File: src/rtl/relay_pulse_sequencer_pkg.sv
// Shared types for the relay pulse sequencer: relay count, FSM state encoding
// and a small constant helper used to size the cycle counters.
package CrossbarTypes;

    localparam int NUM_RELAYS = 4;

    typedef enum logic [1:0] {
        IDLE  = 2'd0,
        PULSE = 2'd1,
        DEAD  = 2'd2
    } relay_seq_state_t;

    function automatic int max_int(input int a, input int b);
        return (a > b) ? a : b;
    endfunction

endpackage

File: src/rtl/relay_pulse_sequencer_picker.sv
// Combinational round-robin picker: searches the request mask starting one
// position after the last grant, wrapping modulo four.
module RoundRobinPicker4
    import CrossbarTypes::*;
(
    input  logic [NUM_RELAYS-1:0] req_mask,
    input  logic [1:0]            last_granted,
    output logic                  grant_valid,
    output logic [1:0]            grant_idx
);

    logic [1:0] cand;

    always_comb begin
        grant_valid = 1'b0;
        grant_idx   = last_granted;
        cand        = '0;
        // The last granted channel is visited last (offset 4 wraps to itself).
        for (int i = 1; i <= NUM_RELAYS; i++) begin
            cand = last_granted + 2'(i);
            if (!grant_valid && req_mask[cand]) begin
                grant_valid = 1'b1;
                grant_idx   = cand;
            end
        end
    end

endmodule

File: src/rtl/relay_pulse_sequencer.sv
// Latching-relay H-bridge sequencer: queues one request per relay, then issues
// one coil pulse at a time followed by an all-off deadtime, round-robin.
module relay_pulse_sequencer
    import CrossbarTypes::*;
#(
    parameter int PULSE_CYCLES    = 1250000,
    parameter int DEADTIME_CYCLES = 125000
) (
    input  logic                  clk,
    input  logic                  rst_n,
    // req_valid is a single-cycle strobe that is always accepted; a later
    // strobe for a still-pending channel replaces its queued direction.
    input  logic                  req_valid,
    input  logic [1:0]            req_channel,
    input  logic                  req_state,
    output logic [NUM_RELAYS-1:0] relay_a,
    output logic [NUM_RELAYS-1:0] relay_b,
    output logic [NUM_RELAYS-1:0] relay_state,
    output logic [NUM_RELAYS-1:0] pending,
    output logic                  busy,
    output relay_seq_state_t      fsm_state
);

    localparam int CNT_W = $clog2(max_int(PULSE_CYCLES, DEADTIME_CYCLES) + 1);
    localparam logic [CNT_W-1:0] PULSE_LOAD = CNT_W'(PULSE_CYCLES - 1);
    localparam logic [CNT_W-1:0] DEAD_LOAD  = CNT_W'(DEADTIME_CYCLES - 1);

    relay_seq_state_t      state_q, state_d;
    logic [CNT_W-1:0]      cnt_q, cnt_d;
    logic [1:0]            cur_ch_q;
    logic                  cur_dir_q;
    logic [1:0]            last_q;
    logic [NUM_RELAYS-1:0] pending_q;
    logic [NUM_RELAYS-1:0] dir_q;
    logic [NUM_RELAYS-1:0] rs_q;
    logic [NUM_RELAYS-1:0] drive_a, drive_b;
    logic                  pick_valid;
    logic [1:0]            pick_idx;
    logic                  grant;
    logic                  pulse_done;

    RoundRobinPicker4 u_picker (
        .req_mask     (pending_q),
        .last_granted (last_q),
        .grant_valid  (pick_valid),
        .grant_idx    (pick_idx)
    );

    always_ff @(posedge clk or negedge rst_n) begin
        if (!rst_n) begin
            state_q   <= IDLE;
            cnt_q     <= '0;
            cur_ch_q  <= '0;
            cur_dir_q <= 1'b0;
            last_q    <= 2'd3;
        end else begin
            state_q <= state_d;
            cnt_q   <= cnt_d;
            if (grant) begin
                cur_ch_q  <= pick_idx;
                cur_dir_q <= dir_q[pick_idx];
                last_q    <= pick_idx;
            end
        end
    end

    always_comb begin
        state_d    = state_q;
        cnt_d      = cnt_q;
        grant      = 1'b0;
        pulse_done = 1'b0;
        drive_a    = '0;
        drive_b    = '0;
        case (state_q)
            IDLE: begin
                if (pick_valid) begin
                    grant   = 1'b1;
                    state_d = PULSE;
                    cnt_d   = PULSE_LOAD;
                end
            end
            PULSE: begin
                drive_a[cur_ch_q] = cur_dir_q;
                drive_b[cur_ch_q] = ~cur_dir_q;
                if (cnt_q == '0) begin
                    pulse_done = 1'b1;
                    state_d    = DEAD;
                    cnt_d      = DEAD_LOAD;
                end else begin
                    cnt_d = cnt_q - CNT_W'(1);
                end
            end
            DEAD: begin
                if (cnt_q == '0) begin
                    state_d = IDLE;
                end else begin
                    cnt_d = cnt_q - CNT_W'(1);
                end
            end
            default: state_d = IDLE;
        endcase
    end

    // A request landing on the grant edge for the same channel is written
    // last, so it survives the grant's clear.
    always_ff @(posedge clk or negedge rst_n) begin
        if (!rst_n) begin
            pending_q <= '0;
            dir_q     <= '0;
            rs_q      <= '0;
        end else begin
            if (grant) begin
                pending_q[pick_idx] <= 1'b0;
            end
            if (req_valid) begin
                pending_q[req_channel] <= 1'b1;
                dir_q[req_channel]     <= req_state;
            end
            if (pulse_done) begin
                rs_q[cur_ch_q] <= cur_dir_q;
            end
        end
    end

    // Output stage: every coil and status output comes straight from a flop.
    always_ff @(posedge clk or negedge rst_n) begin
        if (!rst_n) begin
            relay_a     <= '0;
            relay_b     <= '0;
            relay_state <= '0;
            busy        <= 1'b0;
        end else begin
            relay_a     <= drive_a;
            relay_b     <= drive_b;
            relay_state <= rs_q;
            busy        <= (state_q != IDLE);
        end
    end

    assign pending   = pending_q;
    assign fsm_state = state_q;

endmodule

File: config.mk
export PLATFORM = sky130hd
export DESIGN_NAME = relay_pulse_sequencer
export DESIGN_NICKNAME = d
export VERILOG_FILES = /design/src/rtl/relay_pulse_sequencer_pkg.sv /design/src/rtl/relay_pulse_sequencer_picker.sv /design/src/rtl/relay_pulse_sequencer.sv
export SDC_FILE = /design/constraint.sdc
export NUM_CORES = 1
export LEC_CHECK = 0
export ABC_CLOCK_PERIOD_IN_PS = 3420
export CAP_MARGIN = 20
export CORE_ASPECT_RATIO = 0.8
export CORE_UTILIZATION = 60
export CTS_CLUSTER_DIAMETER = 150
export DETAILED_ROUTE_END_ITERATION = 12
export GPL_ROUTABILITY_DRIVEN = 0
export GPL_TIMING_DRIVEN = 0
export MAX_ROUTING_LAYER = met4
export PLACE_DENSITY = 0.83
export SYNTH_ARGS = -nofsm -noshare
export SYNTH_HDL_FRONTEND = slang
export SYNTH_SLANG_ARGS = --single-unit
File: constraint.sdc
create_clock -name clk -period 3.42 [get_ports clk]
set_clock_uncertainty 0.05 [all_clocks]
set_input_delay 0.513 -clock clk [delete_from_list [all_inputs] [get_ports clk]]
set_output_delay 0.513 -clock clk [all_outputs]
set_load 0.01 [all_outputs]
# [After elaboration in Yosys (flattened, before gate mapping)]
# Cells that the tools add are included.
# W data, S select, Z words.
[totals] ff_bits=53 input_bits=6 output_inout_bits=19 wordCells=95
[classes] add_sub_neg=4 n_lt_le_gt_ge=10 eq_ne=6 n_mux=42 bitwise_logic=6 reduce_logical=15
[op_table] cell="$mux W21" count=3
[op_table] cell="$pmux W21 S3" count=1
[op_table] cell="$logic_not A21 Y1" count=1
[op_table] cell="$lt A2 B3 Y1 const B" count=7
[op_table] cell="$sub A21 B1 Y21 const B" count=1
[op_table] cell="$mux W1" count=16
[op_table] cell="$mux W4" count=4
[op_table] cell="$mux W2" count=7
[op_table] cell="$and A4 B4 Y4" count=3
[op_table] cell="$bmux W1 S2" count=5
[op_table] cell="$bwmux W4" count=2
[op_table] cell="$ne A2 B2 Y1 const B" count=4
[op_table] cell="$demux W1 S2" count=3
[op_table] cell="$ge A2 B1 Y1 const B" count=3
[op_table] cell="$logic_and A1 B1 Y1" count=6
[op_table] cell="$pmux W2 S3" count=1
[op_table] cell="$reduce_and A3 Y1" count=2
[op_table] cell="$add A2 B2 Y2 const B" count=2
[op_table] cell="$not A4 Y4" count=1
[op_table] cell="$or A4 B4 Y4" count=1
[op_table] cell="$logic_not A1 Y1" count=3
[op_table] cell="$reduce_bool A3 Y1" count=1
[op_table] cell="$add A2 B1 Y2 const B" count=1
[op_table] cell="$eq A2 B1 Y1 const B" count=1
[op_table] cell="4 further kinds" count=4

# [Depth between registers and ports, before layout]
# Gate-level depths: netlist (run 1).
[depth] word_depth=22 mapped_depth=9 mapped_depth_nobuf=7

# [Cells and area by module]
# Synthesis (run 1) repeated with hierarchy kept, for this count alone.
[unflattened] hier_cells=289 hier_area_um2=2792.7
[by_module_without_submodules] module="relay_pulse_sequencer" instances=1 cells_per_inst=275 area_each_um2=2710.1 seq_area_each_um2=1328.8
[by_module_without_submodules] module="RoundRobinPicker4" instances=1 cells_per_inst=14 area_each_um2=82.6 seq_area_each_um2=0.0

# [Worst setup path before layout (run 1)]
# OpenSTA, ideal clock, no wires.
[synth_timing] kind="reg2reg" from="register cnt_q[0]" to="register rs_q[0]" arrival_ns=1.977 required_ns=3.242 setup_slack_ns=1.265 stages_incl_launch_ff=8 path_buffers=0 synth_period_minus_slack_ns=2.155 cell_sequence="dfrtp_1 inv_1 ha_1 nor4b_1 nand3_2 nor3_2 nor3b_1 mux2_1"
[synth_via] elab_chain_cells=3
[synth_lines] item="from (decl)" line_no="relay_pulse_sequencer.sv:29" text="logic [CNT_W-1:0] cnt_q, cnt_d;"
[synth_lines] item="from (signal assigned)" line_no="relay_pulse_sequencer.sv:58" text="cnt_q <= cnt_d;"
[synth_lines] item="$logic_not A21 Y1" line_no="relay_pulse_sequencer.sv:85" text="if (cnt_q == '0) begin"
[synth_lines] item="$mux W1" line_no="relay_pulse_sequencer.sv:85"
[synth_lines] item="$mux W1" line_no="relay_pulse_sequencer.sv:74" text="case (state_q)"
[synth_lines] item="to (signal, indexed assignment)" line_no="relay_pulse_sequencer.sv:120" text="rs_q[cur_ch_q] <= cur_dir_q;"
[synth_lines] item="to (decl)" line_no="relay_pulse_sequencer.sv:35" text="logic [NUM_RELAYS-1:0] rs_q;"
# No other way between the ends.
# A chain may end at the register's enable or synchronous reset.

# [Worst setup path in the final report (run 1)]
[layout_timing] from="register cnt_q[13]" to="register cnt_q[12]"
[layout_via] elab_chain_cells=3
[layout_lines] item="$logic_not A21 Y1 (*)" line_no="relay_pulse_sequencer.sv:85, relay_pulse_sequencer.sv:94"
[layout_lines] item="$mux W21 / $ne A2 B2 Y1 (equally long branches)"
[layout_lines] item="$pmux W21 S3 / $reduce_and A3 Y1 (equally long branches)"
# Every way passes the cells marked *; elsewhere a longest branch is shown, timed or not.

==> run summary, run 1 <==
Pre-CTS setup slack -> 0.907 ns
Max-slew violations -> 0
Pre-antenna DRT Iters -> 8
Inserted Clock Buffers -> 5
HPWL after DPL -> 4410 um
Final Hold Vio Count -> 0
Leakage -> 1.36 nW
Synth Cell Area -> 2810 sq um
Worst path required time -> 3.59 ns
Top cells by area, synth -> dfrtp_1 (45%), a21oi_1 (4.1%), ha_1 (3.1%)
DRC -> 0
Count leader, synth -> dfrtp_1
Slowest CP cell -> nor4_2
Post-synth top flop -> dfrtp_1
First-pass GRT wire length -> 10700 um
Number of synthesized flops with an enable pin -> 0
CTS hold repair buffers -> 0
Peak VDD IR -> 0.000286 V
Max frequency -> 387 MHz
Worst reg2reg setup slack -> 0.83 ns
Status -> completed
Share of cells above drive strength 1 -> 0.115
Final Critical Period -> 2.59 ns
Final ANT Viol Nets -> 0
FP Rows -> 21
Finished Core Util -> 0.745
PostCTS Resize Cnt -> 0
Worst Setup Slack, final -> 0.834 ns
Mapped Cells -> 281
Reg2reg start -> cnt_q[13]
Async SR Flop Fraction -> 1.00
Synth Area per Inst -> 10.0 sq um
MaxCap Viol Count -> 0
Worst-skew pair later-pin latency -> 0.31 ns
Clock root cell -> clkbuf_8
Syn nets -> 294
DRT iter0 DRCs -> 273
Flops & latches, synth -> 53
Final worst-path cycle share -> 0.756
Crit-path max FO -> 10
Drt wl/cell -> 16.8 um
Clk slew on worst S/H paths -> 0.10 ns
Core region area -> 4340 sq um
Crit path DAT -> 2.76 ns
Post-synth top cells -> dfrtp_1 (51), a21oi_1 (23), nor2_1 (20), nand2_1 (18), inv_1 (17)
Post-Route WL -> 6250 um
Htree depth -> 2
# clock sinks -> 53
Chip height -> 63.2 um
Starting density of the core -> 0.648
Synthesis-to-layout area growth -> 14.9%
Vias -> 2402
Postcts setup bufs -> 0
Largest stage delay, worst path -> 0.51 ns
Vias in the first global route -> 2217
R2R Path End -> cnt_q[12]
Routed vias/inst -> 6.47
Total grt overflow -> 0
Worst R2R Path Depth -> 7
Unrepaired setup endpoints after global routing -> false
WS Path Type -> reg2reg
Synth warn -> 0
Slew Limit Headroom -> 0.477
DIE AREA -> 4960 sq um
Design Power -> 1.07 mW
Nature of the critical path endpoint -> flop
Initial antenna violation count -> 0
Total Routing Usage GR -> 0.292
Chip width -> 78.5 um
Largest net degree at the start of global routing -> 30
Hold Path Class -> in2async
Pwr dens -> 333 nW/um^2
Seq/Total Area, Yosys -> 0.473
Number of fill cells -> 299
Critical Path, Cell by Cell -> nor4_2, nand2_1, o31ai_2, buf_4, buf_6, a21oi_1, o211ai_1
CP startpoint kind -> flop
Library cells used by synthesis -> 52
Post-synth top area cell -> dfrtp_1
Final setup fails -> 0
Worst Tran Pin Value -> 0.782 ns
Num ports -> 25
TritonCTS clock tree -> done
Setup TNS -> 0 ns
N_diodes -> 0
Clk buf depth -> 2
I/O Buffers -> 24
Top-area cell type share of the netlist area -> 0.454
Nets -> 326
==> logic make-up (layout without fill, tap and decap cells) <==
group,Yosys count,in the layout,share of synthesized area
multiplexers,9,9,0.0361
adder cells (fa/ha/maj),7,7,0.0312
flip-flops,53,53,0.473
AND/OR/NAND/NOR,106,106,0.233
buffers and inverters,26,59,0.0401
AO/OA/AOI/OAI,80,80,0.187
==> cells in the final DEF, fill, tap and decap left out, types with 3 or more instances in the layout <==
| cell type | synthesis | routed |
|---|---|---|
| nand3b_1 | 5 | 5 |
| a21o_1 | 5 | 5 |
| nand4_1 | 5 | 5 |
| o31ai_1 | 6 | 6 |
| or4_1 | 5 | 5 |
| nand3_1 | 5 | 5 |
| inv_1 | 17 | 17 |
| o21ai_0 | 3 | 3 |
| or3_1 | 4 | 4 |
| clkbuf_1 | 6 | 6 |
| a21oi_1 | 23 | 23 |
| and3_1 | 3 | 3 |
| a31oi_1 | 7 | 7 |
| nor3_1 | 8 | 8 |
| mux2_2 | 4 | 4 |
| nand2b_1 | 7 | 7 |
| o21ai_1 | 11 | 11 |
| nor3b_1 | 4 | 4 |
| mux2_1 | 5 | 5 |
| o211ai_1 | 4 | 4 |
| ha_1 | 7 | 7 |
| nor4_4 | 3 | 3 |
| clkbuf_8 | 0 | 5 |
| nand2_1 | 18 | 18 |
| dfrtp_1 | 51 | 51 |
| o21ba_1 | 3 | 3 |
| clkdlybuf4s50_1 | 0 | 23 |
| nor4_1 | 5 | 5 |
| or4_4 | 3 | 3 |
| nor2_1 | 20 | 20 |
| o22a_1 | 4 | 4 |
==> critical path, delay by kind of cell (launching register included) <==
kind            cells  cell delay [ns]
compound gates      3             0.74
buf+inv             2             0.43
simple gates        2             0.80
flops               1             0.47
==> how the worst max path moves through the flow <==
stage | startpoint | to | slack [ns] | cells past startpoint
4_1_cts | cnt_q[0] | rs_q[0] | 0.86 | 7
5_1_grt | cnt_q[0] | cnt_q[12] | 0.67 | 9
3_3_place_gp | rst_n | cnt_q[18] | 0.27 | 1
6_report | cnt_q[13] | cnt_q[12] | 0.83 | 7
3_5_place_dp | cnt_q[0] | rs_q[0] | 0.91 | 7
2_1_floorplan | cnt_q[0] | rs_q[0] | 1.27 | 7
==> routing by layer <==
layer / wire [um] / vias up / global-route usage
met5: 0 / - / -
met2: 2560 / 148 / 0.396
li1: - / 1104 / -
met1: 2970 / 1126 / 0.439
met4: 136 / 0 / 0.0995
met3: 587 / 24 / 0.0507
==> power breakdown <==
part | leakage [nW] | switching, mW | internal [mW]
logic | 0.688 | 0.0341 | 0.0310
registers | 0.627 | 0.00767 | 0.642
clock network | 0.0481 | 0.214 | 0.146
total | 1.36 | 0.256 | 0.818
==> metrics by stage <==
stage               cell area [sq um]  hold slack (ns)  std cells
global placement                 3120            0.306        362
global route                     3230            0.164        371
finish                           3230            0.127        371
floorplan                        2810            0.167        281
detailed placement               3140            0.314        363
CTS                              3230            0.147        371
==> sequential cells by signal, indices dropped and copies added, names as in the netlist <==
signal and count:
relay_a 4, pending 4, last_q 2, cnt_q 21, dir_q 4, cur_ch_q 2, rs_q 4, relay_state 4
relay_b 4, cur_dir_q 1, busy 1, fsm_state 2
==> final cells by class <==
type | count | area (sq um) | share of cell area
flip-flops and latches | 53 | 1330 | 0.412
plain buffers | 9 | 48.8 | 0.0151
repair buffers | 25 | 255 | 0.0791
inverters | 17 | 63.8 | 0.0198
clock inverters | 3 | 22.5 | 0.00698
multi-input cells | 202 | 1370 | 0.424
clock buffers | 5 | 68.8 | 0.0213
well taps | 57 | 71.3 | 0.0221
Power figures use the tool's default switching activity.
==> inputs of run 2 (changes only) <==
- ABC_CLOCK_PERIOD_IN_PS: 3420 -> 2620
- CORE_UTILIZATION: 60 -> 57
- PLACE_DENSITY: 0.83 -> 0.79
- clock period: 3.42 -> 2.62 ns (I/O delays scaled with it)
==> run summary, run 2 (synthesis gave the netlist of run 1 again) <==
Status -> completed
Switch share -> 0.213 (-0.0246)
Post-route insts no fill -> 374 (+0.81%)
Initial antenna violation count -> 0 (unchanged)
DRC -> 0 (unchanged)
WP buf/inv -> 1 (-1)
I/O Buffers -> 24 (unchanged)
Final Critical Period -> 2.55 ns (-0.0376 ns)
Register bank with the most flops -> cnt_q
Comb pwr share -> 0.054 (-0.007)
CP startpoint kind -> flop
Max frequency -> 392 MHz (+1.5%)
FP Rows -> 22 (+4.8%)
Final ANT Viol Nets -> 0 (unchanged)
Final Hold Vio Count -> 0 (unchanged)
Int Pwr -> 1.26 mW (+54%)
Chip width -> 80.5 um (+2.5%)
Placed cell areas -> 3140 sq um (+0.12%)
Clk network pwr share -> 0.417 (+0.082)
Setup TNS -> 0 ns (unchanged)
Reg area -> 1330 sq um (unchanged)
Final instance area -> 3290 sq um (+2.0%)
Clk slew on worst S/H paths -> 0.10 ns (about the same)
Reg2reg start -> cnt_q[0]
Critical Path, Cell by Cell -> inv_1, ha_1, nor4b_2, nand3_2, nor3_2, nor3b_1, mux2_1
Peak VDD IR -> 0.000377 V (+32%)
Num ports -> 25 (unchanged)
Dpl cells -> 366 (+0.83%)
Vias in the first global route -> 2212 (-0.23%)
Total grt overflow -> 0 (unchanged)
Crit path max-delay family -> simple AND/OR/NAND/NOR gates
Worst reg2reg setup slack -> 0.07 ns (-0.76 ns)
Crit path DAT -> 2.70 ns (-0.06 ns)
WS Path Type -> reg2reg
Drt wl/cell -> 17.3 um (+2.7%)
Final setup fails -> 0 (unchanged)
Slew Limit Headroom -> 0.437 (-0.0397)
Core region area -> 4650 sq um (+7.3%)
Chip height -> 64.8 um (+2.5%)
Worst-skew pair later-pin latency -> 0.31 ns (about the same)
Number of fill cells -> 352 (+18%)
Final worst-path cycle share -> 0.973 (+0.217)
DRT iter0 DRCs -> 204 (-25%)
Multi-input gate area -> 1380 sq um (+1.1%)
# clock sinks -> 53 (unchanged)
Nature of the critical path endpoint -> flop
Max reg flops -> 21 (unchanged)
Synthesis-to-layout area growth -> 17.2%
Pre-antenna DRT Iters -> 6 (-2)
MaxCap Viol Count -> 0 (unchanged)
Crit-path max FO -> 7 (-3)
Finished Core Util -> 0.708 (-0.0367)
Max-slew violations -> 0 (unchanged)
Routed vias/inst -> 6.32 (-2.4%)
Leakage -> 1.38 nW (+1.6%)
Nets -> 326 (unchanged)
Worst Setup Slack, final -> 0.0717 ns (-0.762 ns)
Htree depth -> 2 (unchanged)
DIE AREA -> 5220 sq um (+5.1%)
Inserted Clock Buffers -> 5 (unchanged)
Clk buf depth -> 2 (unchanged)
Largest net degree at the start of global routing -> 29 (-3.3%)
R2R Path End -> rs_q[0]
First-pass GRT wire length -> 10800 um (+0.32%)
Clock root cell -> clkbuf_8
Post-Route WL -> 6470 um (+3.5%)
Hold Path Class -> in2async
Reg power frac -> 0.529 (-0.076)
Largest stage delay, worst path -> 0.45 ns (-0.06 ns)
N_diodes -> 0 (unchanged)
Starting density of the core -> 0.604 (-0.0441)
Most common cell after layout, fill and taps aside -> dfrtp_1
Pwr dens -> 487 nW/um^2 (+47%)
Worst R2R Path Depth -> 7 (unchanged)
TritonCTS clock tree -> done
CTS hold repair buffers -> 0 (unchanged)
Vias -> 2364 (-1.6%)
Total Routing Usage GR -> 0.285 (-0.00723)
Pre-CTS setup slack -> 0.0409 ns (-0.866 ns)
HPWL after DPL -> 4510 um (+2.3%)
Worst path required time -> 2.77 ns (-0.82 ns)
NetSw -> 343 uW (+34%)
Slowest CP cell -> nor3_2
Most frequent cells in the layout -> dfrtp_1 (51), a21oi_1 (23), clkdlybuf4s50_1 (23)
Worst Tran Pin Value -> 0.838 ns (+0.0561 ns)
Share of cells above drive strength 1 -> 0.118 (+0.00318)
==> run 2: cell count changes in the layout (fill, tap and decap cells not counted) <==
| cell | before | now |
|---|---|---|
| bufinv_16 | 0 | 2 |
| clkinv_2 | 1 | 0 |
| clkinv_4 | 2 | 0 |
| inv_6 | 0 | 1 |
| nor4b_1 | 1 | 0 |
| nor4b_2 | 0 | 1 |
| o31ai_2 | 1 | 0 |
| o31ai_4 | 0 | 1 |
==> run 2: how the worst max path moves through the flow <==
stage,from,to,slack [ns],cells after the start
finish,cnt_q[0],rs_q[0],0.07,7
global route,cnt_q[0],rs_q[0],-0.07,7
CTS,cnt_q[0],cnt_q[12],0.03,9
detailed placement,cnt_q[0],cnt_q[12],0.04,9
global placement,rst_n,cnt_q[18],-0.43,1
floorplan,cnt_q[0],rs_q[0],0.47,7
==> run 2: timing repair <==
| action | CTS | global route |
|---|---|---|
| resized for setup | 0 | 2 |
| setup buffers | 0 | 0 |
| setup endpoints to repair | 0 | 22 |
==> run 2: cell type report <==
class                      instances  area share
timing repair buffer              25      0.0775
multi-input combinational        202       0.420
buffer                             9      0.0148
clock inverter                     3      0.0209
clock buffer                       5      0.0209
inverter                          17      0.0194
tap                               60      0.0228
sequential                        53       0.403
==> run 2: metrics by stage <==
| step | power (mW) | hold slack, ns |
|---|---|---|
| 2_1_floorplan | 0.903 | 0.0474 |
| 6_report | 1.61 | 0.0260 |
| 3_3_place_gp | 0.945 | 0.307 |
| 3_5_place_dp | 0.953 | 0.307 |
| 5_1_grt | 1.66 | 0.0530 |
| 4_1_cts | 1.62 | 0.0346 |
==> run 2: per-layer routing <==
layer,share of wire,vias up,GRT usage
met5,0,-,-
met4,0.022,0,0.103
met1,0.47,1130,0.396
met3,0.088,23,0.0690
met2,0.42,115,0.407
li1,-,1096,-
==> run 2: power by group through the flow <==
stage	clock network, mW	logic [mW]	registers, mW
final	0.670	0.0865	0.849
after global routing	0.708	0.0971	0.851
after CTS	0.684	0.0885	0.849
after detailed placement	0	0.0881	0.865
after global placement	0	0.0817	0.863
after floorplan	0	0.0401	0.863
==> inputs of run 3 (changes only) <==
- GPL_TIMING_DRIVEN: 0 -> 1
==> run summary, run 3 (synthesis gave the netlist of run 1 again) <==
Status -> completed
Slew Limit Headroom -> 0.556 (+0.119)
N_diodes -> 0 (unchanged)
First-pass GRT wire length -> 10700 um (-0.32%)
WHS Path Cells -> 0
Core region area -> 4650 sq um (unchanged)
DRC -> 0 (unchanged)
Number of fill cells -> 362 (+2.8%)
Worst path required time -> 2.77 ns (about the same)
Final Critical Period -> 2.35 ns (-0.198 ns)
Crit path DAT -> 2.50 ns (-0.20 ns)
Htree depth -> 2 (unchanged)
# clock sinks -> 53 (unchanged)
Final worst-path cycle share -> 0.897 (-0.0757)
Nature of the critical path endpoint -> flop
R2R Path End -> rs_q[0]
Clk slew on worst S/H paths -> 0.10 ns (about the same)
Total grt overflow -> 0 (unchanged)
Routed vias/inst -> 6.24 (-1.4%)
Reg2reg start -> cnt_q[13]
Leakage -> 1.38 nW (-0.54%)
CP startpoint -> cnt_q[13]
Largest net degree at the start of global routing -> 26 (-10%)
Worst-skew pair later-pin latency -> 0.31 ns (about the same)
Worst Tran Pin Value -> 0.663 ns (-0.175 ns)
Setup TNS -> 0 ns (unchanged)
Worst hold start -> rs_q[1]
Vias -> 2332 (-1.4%)
DRT iter0 DRCs -> 227 (+11%)
Register bank with the most flops -> cnt_q
Drt wl/cell -> 16.1 um (-6.7%)
Pre-antenna DRT Iters -> 4 (-2)
Nets -> 326 (unchanged)
Share of cells above drive strength 1 -> 0.134 (+0.0159)
Crit-path max FO -> 7 (unchanged)
HPWL after DPL -> 4440 um (-1.5%)
Vias in the first global route -> 2173 (-1.8%)
Final Hold Vio Count -> 0 (unchanged)
Initial antenna violation count -> 0 (unchanged)
Final setup fails -> 0 (unchanged)
Max frequency -> 426 MHz (+8.4%)
Inserted Clock Buffers -> 5 (unchanged)
Pwr dens -> 435 nW/um^2 (-11%)
Num ports -> 25 (unchanged)
Worst R2R Path Depth -> 5 (-2)
Chip height -> 64.8 um (unchanged)
Hold Path Class -> reg2reg
Max reg flops -> 21 (unchanged)
MaxCap Viol Count -> 0 (unchanged)
Postcts setup bufs -> 0 (unchanged)
Chip width -> 80.5 um (unchanged)
Hold path endpoint -> relay_state[1]
Starting density of the core -> 0.604 (unchanged)
Clock root cell -> clkbuf_8
Max-slew violations -> 0 (unchanged)
CP startpoint kind -> flop
TritonCTS clock tree -> done
Clk buf depth -> 2 (unchanged)
Peak VDD IR -> 0.000365 V (-3.1%)
FP Rows -> 22 (unchanged)
Most frequent cells in the layout -> dfrtp_1 (51), a21oi_1 (23), clkdlybuf4s50_1 (23)
Unrepaired setup endpoints after global routing -> false
Design Power -> 1.41 mW (-12%)
WS Path Type -> reg2reg
Post-Route WL -> 6030 um (-6.7%)
Most common cell after layout, fill and taps aside -> dfrtp_1
Synthesis-to-layout area growth -> 15.6%
I/O Buffers -> 24 (unchanged)
Final ANT Viol Nets -> 0 (unchanged)
Worst reg2reg setup slack -> 0.27 ns (+0.20 ns)
Total Routing Usage GR -> 0.279 (-0.00562)
DIE AREA -> 5220 sq um (unchanged)
==> run 3: worst max-delay path by stage <==
stage,to,slack [ns],cells after the start
final,rs_q[0],0.27,5
after floorplan,rs_q[0],0.47,7
after global placement,rs_q[0],0.37,5
after detailed placement,rs_q[0],0.26,7
after global routing,rs_q[0],0.12,7
after CTS,rs_q[0],0.16,7
==> run 3: worst max-delay path, stage by stage (launching register included) <==
cell and delay, ns:
dfrtp_1 0.48, nor4_2 0.43, nand2_1 0.28, nor3_2 0.35, nor3b_1 0.29, mux2_1 0.36
==> run 3: per-stage QoR <==
step / hold WS, ns / worst slack (ns) / util / std cells / area (sq um)
floorplan: 0.0474 / 0.465 / - / 281 / 2810
CTS: 0.342 / 0.164 / 0.697 / 374 / 3240
global route: 0.349 / 0.116 / 0.698 / 374 / 3250
detailed placement: 0.316 / 0.258 / 0.675 / 365 / 3140
finish: 0.340 / 0.270 / 0.698 / 374 / 3250
global placement: 0.308 / 0.366 / 0.675 / 365 / 3140
==> run 3: routing by layer <==
layer	wire length, um	global-route usage	vias to the layer above	part of all wire
li1	-	-	1102	-
met1	3010	0.425	1149	0.50
met2	2540	0.374	71	0.42
met3	421	0.0690	10	0.070
met4	67	0.0603	0	0.011
met5	0	-	-	0
==> run 3: where the power goes <==
part           leakage [nW]  internal (mW)  switching [mW]
sequential            0.627          0.838          0.0137
combinational         0.705         0.0398          0.0411
clock                0.0447          0.193           0.288
total                  1.38           1.07           0.343
==> run 3: cell type report <==
cell class / instances / area [sq um] / area share
repair buffers: 34 / 313 / 0.0963
flip-flops and latches: 53 / 1330 / 0.409
multi-input cells: 202 / 1380 / 0.423
well taps: 60 / 75.1 / 0.0231
clock buffers: 5 / 68.8 / 0.0212
clock inverters: 3 / 25.0 / 0.00770
inverters: 17 / 63.8 / 0.0196
==> run 3: timing repair <==
item                       in CTS  in global routing
hold endpoints to repair       19                  0
resized for setup               0                  1
hold buffers                    1                  0
setup endpoints to repair       0                  1
